<file path="config.mk">
export PLATFORM = sky130hd
export DESIGN_NAME = instr_encoder_loader
export DESIGN_NICKNAME = d
export VERILOG_FILES = /design/src/rtl/instr_encoder_loader.sv
export SDC_FILE = /design/constraint.sdc
export NUM_CORES = 1
export LEC_CHECK = 0
export BUFFER_PORTS_ARGS = -buffer_cell sky130_fd_sc_hd__buf_2
export CAP_MARGIN = 20
export CORE_MARGIN = 10
export CORE_UTILIZATION = 44
export CTS_BUF_LIST = sky130_fd_sc_hd__clkbuf_4 sky130_fd_sc_hd__clkbuf_8
export DETAILED_ROUTE_END_ITERATION = 10
export PLACE_DENSITY_LB_ADDON = 0.12
export SETUP_SLACK_MARGIN = 0.15
export SLEW_MARGIN = 20
export SYNTH_ARGS = -nofsm -noshare
export SYNTH_HDL_FRONTEND = slang
export SYNTH_SLANG_ARGS = --single-unit
</file>
<file path="constraint.sdc">
create_clock -name clk -period 2.2 [get_ports clk]
set_clock_uncertainty 0.2 [all_clocks]
set_input_delay 0.11 -clock clk [delete_from_list [all_inputs] [get_ports clk]]
set_output_delay 0.11 -clock clk [all_outputs]
set_load 0.02 [all_outputs]
</file>
<file path="src/rtl/instr_encoder_loader.sv">
// Encodes instruction descriptors (kind + fields) into 32-bit words and streams
// them sequentially into instruction memory, one word per two cycles.
module instr_encoder_loader #(
    parameter int          ADDR_W    = 8,
    parameter int unsigned BASE_ADDR = 0,
    parameter int          MAX_WORDS = 64,
    parameter int          CNT_W     = 7
) (
    input  logic              clk,
    input  logic              rst,
    input  logic              start,
    input  logic              finish,
    input  logic              in_valid,
    output logic              in_ready,
    input  logic [2:0]        in_kind,
    input  logic [4:0]        in_rs,
    input  logic [4:0]        in_rt,
    input  logic [4:0]        in_rd,
    input  logic [5:0]        in_funct,
    input  logic [15:0]       in_imm,
    output logic              mem_we,
    output logic [ADDR_W-1:0] mem_addr,
    output logic [31:0]       mem_wdata,
    output logic [CNT_W-1:0]  word_count,
    output logic              done,
    output logic              full,
    output logic              err_illegal
);

    localparam logic [1:0] S_IDLE   = 2'd0;
    localparam logic [1:0] S_ACCEPT = 2'd1;
    localparam logic [1:0] S_WRITE  = 2'd2;
    localparam logic [1:0] S_DONE   = 2'd3;

    localparam logic [ADDR_W-1:0] BASE     = ADDR_W'(BASE_ADDR);
    localparam logic [CNT_W-1:0]  CNT_LAST = CNT_W'(MAX_WORDS);

    logic [1:0]        state_reg;
    logic [ADDR_W-1:0] addr_reg;
    logic [CNT_W-1:0]  count_reg;
    logic [CNT_W-1:0]  count_next;
    logic [31:0]       word_reg;
    logic              done_reg;
    logic              full_reg;
    logic              err_reg;
    logic              pend_reg;

    logic [5:0]        opcode;
    logic              enc_legal;
    logic [31:0]       enc_word;
    logic              accept;

    always_comb begin
        enc_legal = 1'b1;
        opcode    = 6'b000000;
        case (in_kind)
            3'd0:    opcode = 6'b000000;
            3'd1:    opcode = 6'b000100;
            3'd2:    opcode = 6'b000101;
            3'd3:    opcode = 6'b000111;
            3'd4:    opcode = 6'b000110;
            3'd5:    opcode = 6'b000001;
            default: enc_legal = 1'b0;
        endcase
        if (in_kind == 3'd0)
            enc_word = {6'b000000, in_rs, in_rt, in_rd, 5'b00000, in_funct};
        else
            enc_word = {opcode, in_rs, in_rt, in_imm};
    end

    // mem_we is decoded from state so an async reset kills an in-flight write at once
    assign in_ready    = (state_reg == S_ACCEPT);
    assign mem_we      = (state_reg == S_WRITE);
    assign accept      = in_valid & in_ready;
    assign count_next  = count_reg + 1'b1;
    assign mem_addr    = addr_reg;
    assign mem_wdata   = word_reg;
    assign word_count  = count_reg;
    assign done        = done_reg;
    assign full        = full_reg;
    assign err_illegal = err_reg;

    always_ff @(posedge clk or posedge rst) begin
        if (rst) begin
            state_reg <= S_IDLE;
            addr_reg  <= BASE;
            count_reg <= '0;
            word_reg  <= '0;
            done_reg  <= 1'b0;
            full_reg  <= 1'b0;
            err_reg   <= 1'b0;
            pend_reg  <= 1'b0;
        end else begin
            case (state_reg)
                S_IDLE, S_DONE: begin
                    if (start) begin
                        addr_reg  <= BASE;
                        count_reg <= '0;
                        done_reg  <= 1'b0;
                        full_reg  <= 1'b0;
                        err_reg   <= 1'b0;
                        pend_reg  <= 1'b0;
                        state_reg <= S_ACCEPT;
                    end
                end
                S_ACCEPT: begin
                    if (accept && enc_legal) begin
                        word_reg  <= enc_word;
                        pend_reg  <= finish;
                        state_reg <= S_WRITE;
                    end else begin
                        // an illegal descriptor is consumed and dropped
                        if (accept)
                            err_reg <= 1'b1;
                        if (finish) begin
                            done_reg  <= 1'b1;
                            state_reg <= S_DONE;
                        end
                    end
                end
                S_WRITE: begin
                    addr_reg  <= addr_reg + ADDR_W'(4);
                    count_reg <= count_next;
                    if (count_next == CNT_LAST) begin
                        full_reg  <= 1'b1;
                        done_reg  <= 1'b1;
                        state_reg <= S_DONE;
                    end else if (pend_reg || finish) begin
                        done_reg  <= 1'b1;
                        state_reg <= S_DONE;
                    end else begin
                        state_reg <= S_ACCEPT;
                    end
                end
                default: state_reg <= S_IDLE;
            endcase
        end
    end

endmodule

</file>
==> results by group <==
STA
  • Tcrit/Tclk final: 0.8898
  • Fin. Hold Viols: 0
  • Final setup fails: 0
  • Fmax: 510.8 MHz
  • Fin. max-slew vios: 0
  • Unrepaired setup endpoints after global routing: no
  • Final min period: 1.958 ns
  • Setup TNS Final: 0 ns

Run status
  • Run status: finished clean

Global routing
  • GR Util All Layers: 0.1610
  • Vias in the first global route: 2382
  • Layer with the highest usage: met2
  • Largest net degree at the start of global routing: 26
  • Met1 GRT Util: 0.1916
  • Global-route wire length before repair: 11580 um
  • Initial antenna violation count: 0
  • GRT met2 Usage: 0.2587
  • Total grt overflow: 0
  • Met3 usage: 0.07274

Clock network
  • CTS buffer count: 5
  • Clock latency on the worst-skew pair: 0.29 ns
  • H-Tree Depth: 2
  • CTS root buffer: clkbuf_8
  • Clock Sinks: 48
  • TritonCTS clock tree: yes
  • Worst-path clk slew: 0.08 ns
  • Clock tree buffer depth: 2

Floorplan
  • Core Rows: 26
  • Initial Utilization: 0.4569
  • Core area: 5172 sq um
  • Die area: 8703 sq um
  • I/O pin total: 97
  • Die Ht: 93.29 um
  • Die Width: 93.29 um

Synthesis
  • Cell taking the most area after synthesis: dfrtp_1
  • Async set or reset register ratio after synthesis: 1.000
  • Top post-synthesis cells by area: dfrtp_1, nand2_1, mux2i_1
  • XOR/XNOR Fraction of Synth Area: 0
  • Simple-gate portion of the synthesized area: 0.1768
  • Post-synthesis mux area share: 0.06829
  • FF+latch count, synth: 48
  • Synthesis warning total: 0
  • EDFF count, synth: 0
  • Post-synthesis compound-gate area fraction: 0.1768
  • Register area share after synthesis: 0.5082
  • Adder-Cell Fraction of Synth Area: 0.02118
  • Synthesized area: 2364 sq um
  • Most used flip-flop cell after synthesis: dfrtp_1
  • Mean post-synth cell area: 9.530 sq um
  • Mapped Cells: 248
  • Top cell type's share of synthesized area: 0.5082
  • Post-synthesis cell type count: 40
  • Largest family of logic cells by synthesized area: simple AND/OR/NAND/NOR gates

Power
  • LEAKAGE: 1.781 nW
  • Clock power frac: 0.131
  • Worst vdd ir: 0.0006162 V
  • NetSw: 1.676 mW
  • Combinational fraction of design power: 0.508
  • Internal: 2.202 mW
  • Pwr dens: 1118 nW/um^2
  • Switch share: 0.4322
  • Sequential share of power: 0.361

Placement
  • Gpl congestion: 0.7653
  • Hpwl dp: 4623 um
  • I/O Buffers: 91
  • Area after DPL: 2935 sq um

Finish
  • Layout cells sized above 1: 0.3231
  • Most common library cell in the layout ignoring fill and taps: buf_2
  • Most frequent cells in the layout: buf_2, nand2_1, dfrtp_1, dlygate4sd3_1, o21ai_0
  • Nets: 439
  • Design area: 3471 sq um
  • Antenna Cells: 0
  • Synth-to-layout area growth: 46.85%
  • Number of flip-flops in the largest register: 29

Setup path
  • Worst Path Class, Setup: flop to flop
  • Crit end category: flop
  • Worst Reg2Reg Path Length in Cells: 5
  • Worst-path cell chain: nand3_2, o211a_1, o2111a_2, o2111ai_2, mux2_1
  • Setup crit start kind: flop
  • CP max-delay cell: dfrtp_1
  • CP arrival: 1.93 ns
  • CP peak stage delay: 0.45 ns
  • Worst-path fanout max: 6
  • WP data required: 2.17 ns

Detailed routing
  • DRC errors left: 0
  • DR vias: 2284
  • Drt first-iter violations: 137
  • Drt total wl: 7011 um
  • Detail Route Antenna Nets: 0
  • Drt via density: 4.965
  • Wirelength per Cell: 15.24 um
  • DRT Pass-1 Iters: 4

Flow run
  • Max Cap Viol: 0

Min path
  • Hold Path Stages: 3
  • Min-delay worst type: input pin to flop
power groups by stage:
stage	Combinational [mW]	Sequential, mW	Clock [mW]
2_1_floorplan	0.838	1.76	0
3_3_place_gp	1.88	1.40	0
3_5_place_dp	1.89	1.41	0
4_1_cts	1.96	1.40	0.519
5_1_grt	2.19	1.45	0.550
6_report	1.97	1.40	0.507
critical path: cells and delay by family (launching register included):
kind / cells / cell delay, ns
AO/OA/AOI/OAI: 3 / 0.71
multiplexers: 1 / 0.33
flip-flops: 1 / 0.45
AND/OR/NAND/NOR: 1 / 0.16
final timing paths:
| path | startpoint | endpoint | slack [ns] |
|---|---|---|---|
| min | start | err_illegal | 0.05 |
| min in group asynchronous | rst | mem_addr[3] | 0.06 |
| min reg2reg | mem_wdata[24] | mem_wdata[24] | 0.27 |
| max reg2reg | word_count[1] | done | 0.24 |
| max | word_count[1] | done | 0.24 |
| max in group asynchronous | rst | word_count[2] | 1.14 |
metal layers:
metal  part of all wire  wire (um)
met1               0.42       2979
met2               0.47       3281
met3              0.095        667
met4              0.012         82
met5                  0          0
cells in the mapped netlist, drive strengths merged, types with 2 or more instances:
| library cell | number |
|---|---|
| nor2 | 14 |
| inv | 6 |
| a31oi | 3 |
| a21o | 3 |
| nand4 | 3 |
| o21a | 3 |
| nand2 | 57 |
| o311ai | 5 |
| nor4 | 2 |
| o21ai | 22 |
| a32o | 2 |
| mux2i | 15 |
| buf | 11 |
| o2111ai | 2 |
| dfrtp | 48 |
| nor3 | 5 |
| a21oi | 5 |
| clkbuf | 6 |
| nand3 | 6 |
| ha | 4 |
| nand2b | 2 |
| or2 | 4 |
| a22o | 8 |
cell type report:
cell class / count / area, sq um
Timing Repair Buffer: 148 / 997.2
Inverter: 6 / 22.52
Clock inverter: 1 / 5.005
Fill cell: 439 / 1702
Tap cell: 70 / 87.58
Clock buffer: 6 / 76.32
Sequential cell: 48 / 1204
Multi-Input combinational cell: 181 / 1079
repair_timing:
action	in CTS	in global routing
setup buffers	0	0
hold buffers	44	0
gates resized for setup	0	7
hold endpoints to repair	79	0
endpoints found under the setup margin	0	8
per-stage QoR:
| stage | hold slack, ns | setup slack (ns) | util | cells | total power [mW] |
|---|---|---|---|---|---|
| 2_1_floorplan | 0.01225 | 0.1770 | - | 252 | 2.597 |
| 3_3_place_gp | -0.1659 | 0.2807 | 0.5675 | 409 | 3.280 |
| 3_5_place_dp | -0.1657 | 0.1817 | 0.5675 | 409 | 3.295 |
| 4_1_cts | 0.03478 | 0.1561 | 0.6684 | 460 | 3.876 |
| 5_1_grt | 0.08092 | 0.1583 | 0.6710 | 460 | 4.189 |
| 6_report | 0.04925 | 0.2424 | 0.6710 | 460 | 3.879 |
logic make-up (layout without fill, tap and decap cells):
| group | count (synthesis) | after routing |
|---|---|---|
| buffers and inverters | 23 | 161 |
| adders and majority gates | 4 | 4 |
| other | 1 | 5 |
| AOI/OAI and AO/OA | 60 | 60 |
| muxes | 16 | 16 |
| DFF | 48 | 48 |
| and+or+nand+nor | 96 | 96 |
(Power assumes the default switching activity.)
